**src/rtl/dpram_stream_reader_pkg.sv**
```systemverilog
// Shared types and sizing for the RAM stream reader and its skid buffer.
package dpram_stream_reader_pkg;

  typedef enum logic [1:0] {
    ST_IDLE  = 2'd0,
    ST_RUN   = 2'd1,
    ST_DRAIN = 2'd2
  } state_t;

  localparam int SKID_DEPTH = 2;
  localparam int CNT_W      = 2;

endpackage

```
**src/rtl/dpram_stream_reader_rd_skid_fifo.sv**
```systemverilog
// Two-entry {last,data} skid buffer; zero-latency head, flush and reset empty it.
// The caller never pushes into a full buffer, so no overflow guard is needed here.
module rd_skid_fifo
  import dpram_stream_reader_pkg::*;
#(
  parameter int WIDTH = 33
) (
  input  logic             clk,
  input  logic             rst,
  input  logic             flush,
  input  logic             push,
  input  logic [WIDTH-1:0] push_data,
  input  logic             pop,
  output logic [WIDTH-1:0] head,
  output logic             empty,
  output logic [CNT_W-1:0] count
);

  logic [WIDTH-1:0] mem [SKID_DEPTH];
  logic             wr_ptr;
  logic             rd_ptr;

  always_ff @(posedge clk) begin
    if (rst || flush) begin
      wr_ptr <= 1'b0;
      rd_ptr <= 1'b0;
      count  <= '0;
    end else begin
      if (push) wr_ptr <= ~wr_ptr;
      if (pop)  rd_ptr <= ~rd_ptr;
      count <= count + CNT_W'(push) - CNT_W'(pop);
    end
  end

  // Storage carries no reset; occupancy alone decides what is visible.
  always_ff @(posedge clk) begin
    if (push) mem[wr_ptr] <= push_data;
  end

  assign head  = mem[rd_ptr];
  assign empty = (count == '0);

endmodule

```
**src/rtl/dpram_stream_reader.sv**
```systemverilog
// Walks LEN words from BASE_ADDR through a 1-cycle-latency RAM read port and
// streams them valid/ready with a last flag; first word valid 3 cycles after start.
module dpram_stream_reader
  import dpram_stream_reader_pkg::*;
#(
  parameter int ADDR_WIDTH = 13,
  parameter int DATA_WIDTH = 32
) (
  input  logic                  clk,
  input  logic                  rst,
  input  logic                  start,
  input  logic [ADDR_WIDTH-1:0] base_addr,
  input  logic [ADDR_WIDTH-1:0] len,
  input  logic                  abort,
  output logic [ADDR_WIDTH-1:0] ram_addr,
  input  logic [DATA_WIDTH-1:0] ram_dout,
  output logic                  m_valid,
  input  logic                  m_ready,
  output logic [DATA_WIDTH-1:0] m_data,
  output logic                  m_last,
  output logic                  busy,
  output logic                  done
);

  state_t                state;
  logic [ADDR_WIDTH-1:0] issue_ptr;
  logic [ADDR_WIDTH-1:0] remaining;
  logic                  inflight;
  logic                  inflight_last;
  logic [CNT_W-1:0]      fifo_count;
  logic                  fifo_empty;
  logic [DATA_WIDTH:0]   fifo_head;
  logic                  pop;
  logic                  issue;
  logic                  kill;
  logic [2:0]            occupancy;

  assign pop  = m_valid & m_ready;
  assign kill = abort && (state != ST_IDLE);

  // Words already buffered plus the one still in the RAM pipe, less the one leaving now.
  assign occupancy = {1'b0, fifo_count} + {2'b00, inflight} - {2'b00, pop};
  assign issue     = (state == ST_RUN) && (remaining != '0) && (occupancy < 3'(SKID_DEPTH));

  always_ff @(posedge clk) begin
    if (rst) begin
      state         <= ST_IDLE;
      issue_ptr     <= '0;
      remaining     <= '0;
      inflight      <= 1'b0;
      inflight_last <= 1'b0;
      done          <= 1'b0;
    end else begin
      done          <= 1'b0;
      inflight      <= issue;
      inflight_last <= issue && (remaining == ADDR_WIDTH'(1));
      if (kill) begin
        state         <= ST_IDLE;
        done          <= 1'b1;
        inflight      <= 1'b0;
        inflight_last <= 1'b0;
      end else begin
        case (state)
          ST_IDLE: begin
            if (start) begin
              if (len == '0) begin
                done <= 1'b1;
              end else begin
                state     <= ST_RUN;
                issue_ptr <= base_addr;
                remaining <= len;
              end
            end
          end
          ST_RUN: begin
            if (issue) begin
              issue_ptr <= issue_ptr + ADDR_WIDTH'(1);
              remaining <= remaining - ADDR_WIDTH'(1);
              if (remaining == ADDR_WIDTH'(1)) state <= ST_DRAIN;
            end
          end
          ST_DRAIN: begin
            if (pop && m_last) begin
              state <= ST_IDLE;
              done  <= 1'b1;
            end
          end
          default: state <= ST_IDLE;
        endcase
      end
    end
  end

  rd_skid_fifo #(
    .WIDTH(DATA_WIDTH + 1)
  ) u_skid (
    .clk      (clk),
    .rst      (rst),
    .flush    (kill),
    .push     (inflight),
    .push_data({inflight_last, ram_dout}),
    .pop      (pop),
    .head     (fifo_head),
    .empty    (fifo_empty),
    .count    (fifo_count)
  );

  assign ram_addr = issue_ptr;
  assign m_valid  = !fifo_empty;
  assign m_data   = fifo_head[DATA_WIDTH-1:0];
  assign m_last   = m_valid & fifo_head[DATA_WIDTH];
  assign busy     = (state != ST_IDLE);

endmodule

```
**config.mk**
```make
export PLATFORM = sky130hd
export DESIGN_NAME = dpram_stream_reader
export DESIGN_NICKNAME = d
export VERILOG_FILES = /design/src/rtl/dpram_stream_reader_pkg.sv /design/src/rtl/dpram_stream_reader_rd_skid_fifo.sv /design/src/rtl/dpram_stream_reader.sv
export SDC_FILE = /design/constraint.sdc
export NUM_CORES = 1
export LEC_CHECK = 0
export BUFFER_PORTS_ARGS = -buffer_cell sky130_fd_sc_hd__buf_2
export CORE_ASPECT_RATIO = 0.6
export CORE_MARGIN = 4
export CORE_UTILIZATION = 41
export CTS_BUF_LIST = sky130_fd_sc_hd__clkbuf_8 sky130_fd_sc_hd__clkbuf_16
export DETAILED_ROUTE_END_ITERATION = 12
export MAX_ROUTING_LAYER = met4
export PLACE_DENSITY_LB_ADDON = 0.25
export SETUP_SLACK_MARGIN = 0.3
export SLEW_MARGIN = 20
export SYNTH_ARGS = -nofsm -noshare
export SYNTH_HDL_FRONTEND = slang
export SYNTH_HIERARCHICAL = 1
export SYNTH_SLANG_ARGS = --single-unit
export TNS_END_PERCENT = 5
```
**constraint.sdc**
```tcl
create_clock -name clk -period 4 [get_ports clk]
set_clock_uncertainty 0.2 [all_clocks]
set_input_delay 0.6 -clock clk [delete_from_list [all_inputs] [get_ports clk]]
set_output_delay 0.6 -clock clk [all_outputs]
set_load 0.02 [all_outputs]
```
==> summary.txt <==
Run status
  • Status: complete, no violations

Global route
  • Global route overflow: 0
  • Vias in the first global route: 3,487
  • First-pass GRT wire length: 18.7 mm
  • Initial antenna violation count: 0
  • Largest net degree at the start of global routing: 34
  • Global Route Usage Sum: 0.176

Worst hold path
  • Hold WC Path Type: reg2reg
  • Hold Path Sink: u_skid/mem[1][32]
  • Hold-critical path depth: 0
  • Hold Path Origin: inflight_last

Routing
  • Residual DRC: 0
  • Total number of vias: 3,635
  • Post-Route WL: 11.7 mm
  • 1st-iter DRT viols: 234
  • WL/cell: 17.5 um
  • Antenna viol nets, final: 0
  • DRT Pass-1 Iters: 5
  • DR vias/cell: 5.42

Floorplan
  • Die Y: 92.4 um
  • Core area: 11,400 um^2
  • Die area: 13,700 um^2
  • Effective utilization at floorplan: 0.425
  • IO Count: 112
  • Die width: 149 um
  • Row count: 30

STA
  • Final setup TNS: 0 ns
  • Maximum clock frequency: 0.301 GHz
  • Pins Over Slew Limit: 0
  • Setup-failing EPs final: 0
  • Min Tclk post-route: 3.33 ns
  • Slew margin rel.: 0.315
  • Worst slew pin tran: 1.03 ns
  • RSZ-0062 raised after global routing: no
  • Final period utilization: 0.832
  • Final Hold Fails: 0

Clock network
  • CTS tree: built
  • Clock buffer depth: 2
  • Worst-Skew Late Latency: 0.34 ns
  • Hold bufs inserted after CTS: 0
  • Sink Count: 102
  • Clock transition at path regs: 0.07 ns
  • H-tree levels: 3
  • Root buf cell: clkbuf_16
  • CTS buffer count: 9
  • Post-CTS Resized: 0
  • Post CTS Setup Buffer Count: 0

Logic synthesis
  • Synth unique cells: 56
  • Synth Area in Adders: 0.0221
  • Compound-cell area share of the yosys netlist: 0.136
  • #FFs+latches synth: 102
  • Post-synth EDFFs: 66
  • Syn avg cell area: 12.2 um^2
  • Largest family of logic cells by synthesized area: compound AO/OA/AOI/OAI gates
  • Most common cell in the synthesized netlist: edfxtp_1
  • Register area share after synthesis: 0.555
  • Syn Std Cell Area: 4870 um^2
  • Yosys top cell by area: edfxtp_1
  • Cells after Synth: 399
  • Synth area leaders: edfxtp_1 41%, dfxtp_1 15%, mux2_4 9.3%
  • Syn nets: 470
  • Synth top cells by count: 66 x edfxtp_1, 36 x dfxtp_1, 33 x nand2_1
  • Synth Area in Simple Gates: 0.133
  • FFs w/ async S/R, synth: 0
  • Yosys top cell area share: 0.407
  • Most used DFF post-synth: edfxtp_1
  • Post-Synth XOR/XNOR Area: 0.0118
  • Mux contribution to synthesized area: 0.0995
  • Ys Warns: 6

Critical path
  • Slack of the worst reg-to-reg path: 0.67 ns
  • Worst reg2reg path endpoint: ram_addr[0]
  • CP startpoint kind: register
  • CP Class: reg2reg
  • WP data required: 4.00 ns
  • Critical Path Sink Type: register
  • Data arrival time of the worst path: 3.32 ns
  • R2r startpoint: u_skid/count[1]
  • R2R cell count: 11
  • Crit path max fanout: 8

Power
  • Peak supply drop: 0.310 mV
  • Leak: 2.29 nW
  • Power Dens Cells: 720 nW/um^2

Place
  • GP Congestion: 0.855
  • Post-DP HPWL: 8.43 mm
  • Port bufs: 111

Cells and area
  • Fillers: 1,058
  • Final core occ: 0.511
  • # diodes: 0
  • Share of cells above drive strength 1: 0.356
  • Nets: 577
  • Area Growth Syn to Fin: 20.3%

Job
  • Max Cap Viol: 0
==> state kept, by name, indices dropped and copies added, names as in the netlist, named ones only <==
register,count
done,1
inflight,1
inflight_last,1
ram_addr,13
remaining,13
state,2
u_skid/count,2
u_skid/mem,66
u_skid/rd_ptr,1
u_skid/wr_ptr,1
==> worst max-delay path, cell delays in order, from the launching register on <==
cell and delay [ns]:
dfxtp_1 0.43, nor2_1 0.10, nor2b_1 0.29, ha_1 0.29, nand2b_1 0.15, fa_1 0.38
xnor2_1 0.16, nand2_1 0.14, o21a_1 0.31, buf_4 0.21, nor2_2 0.36, a311oi_2 0.16
==> per-stage QoR <==
| step | total power, mW | instance area [um^2] | std cells | worst slack [ns] | hold WS, ns |
|---|---|---|---|---|---|
| after floorplan | 2.82 | 4870 | 399 | 0.990 | 0.204 |
| after global placement | 3.23 | 5530 | 655 | 0.610 | 0.212 |
| after detailed placement | 3.28 | 5530 | 655 | 0.480 | 0.217 |
| after CTS | 4.25 | 5850 | 671 | 0.641 | 0.228 |
| after global routing | 4.48 | 5860 | 671 | 0.376 | 0.227 |
| final | 4.22 | 5860 | 671 | 0.673 | 0.223 |
==> power breakdown <==
| group | switching, mW | internal, mW | leakage (nW) |
|---|---|---|---|
| clock network | 0.393 | 0.558 | 0.163 |
| registers | 0.234 | 1.35 | 0.895 |
| logic | 1.01 | 0.672 | 1.23 |
| total | 1.63 | 2.58 | 2.29 |
==> cell usage in the layout (no fill, tap or decap), drive strengths merged, types with 7 or more instances in the layout <==
cell,n
clkbuf,9
buf,119
nor3,13
dfxtp,36
ha,7
edfxtp,66
inv,15
o31ai,20
nand3,22
a21oi,21
nor2,15
nand2,33
mux2,33
o21ai,16
==> metal layers <==
layer  routed length, um  global-route usage  part of all wire  vias to the layer above
met1                5450               0.253              0.46                     1770
met4                  46              0.0407            0.0039                        0
met5                   0                   -                 0                        -
li1                    -                   -                 -                     1739
met3                 774              0.0381             0.066                        2
met2                5480               0.257              0.47                      124
==> layout make-up <==
type | count | area, um^2 | area share
Multi-Input combinational cell | 263 | 1970 | 0.336
Inverter | 11 | 41.3 | 0.00705
Clock inverter | 7 | 103 | 0.0175
Sequential cell | 102 | 2700 | 0.462
Tap cell | 160 | 200 | 0.0342
Timing Repair Buffer | 119 | 616 | 0.105
Clock buffer | 9 | 225 | 0.0385
==> logic make-up after synthesis <==
| logic type | Yosys count |
|---|---|
| simple gates | 123 |
| buf+inv | 34 |
| mux | 33 |
| fa+ha+maj | 8 |
| compound gates | 94 |
| flops | 102 |
| xor+xnor | 5 |
==> how the worst max path moves through the flow <==
stage / start / to / depth (start not counted)
after floorplan: m_ready / remaining[1] / 10
after global placement: m_ready / ram_addr[0] / 11
after detailed placement: m_ready / ram_addr[12] / 11
after CTS: u_skid/count[1] / ram_addr[12] / 11
after global routing: u_skid/count[1] / ram_addr[12] / 11
final: u_skid/count[1] / ram_addr[0] / 11
Power figures use the tool's default switching activity.
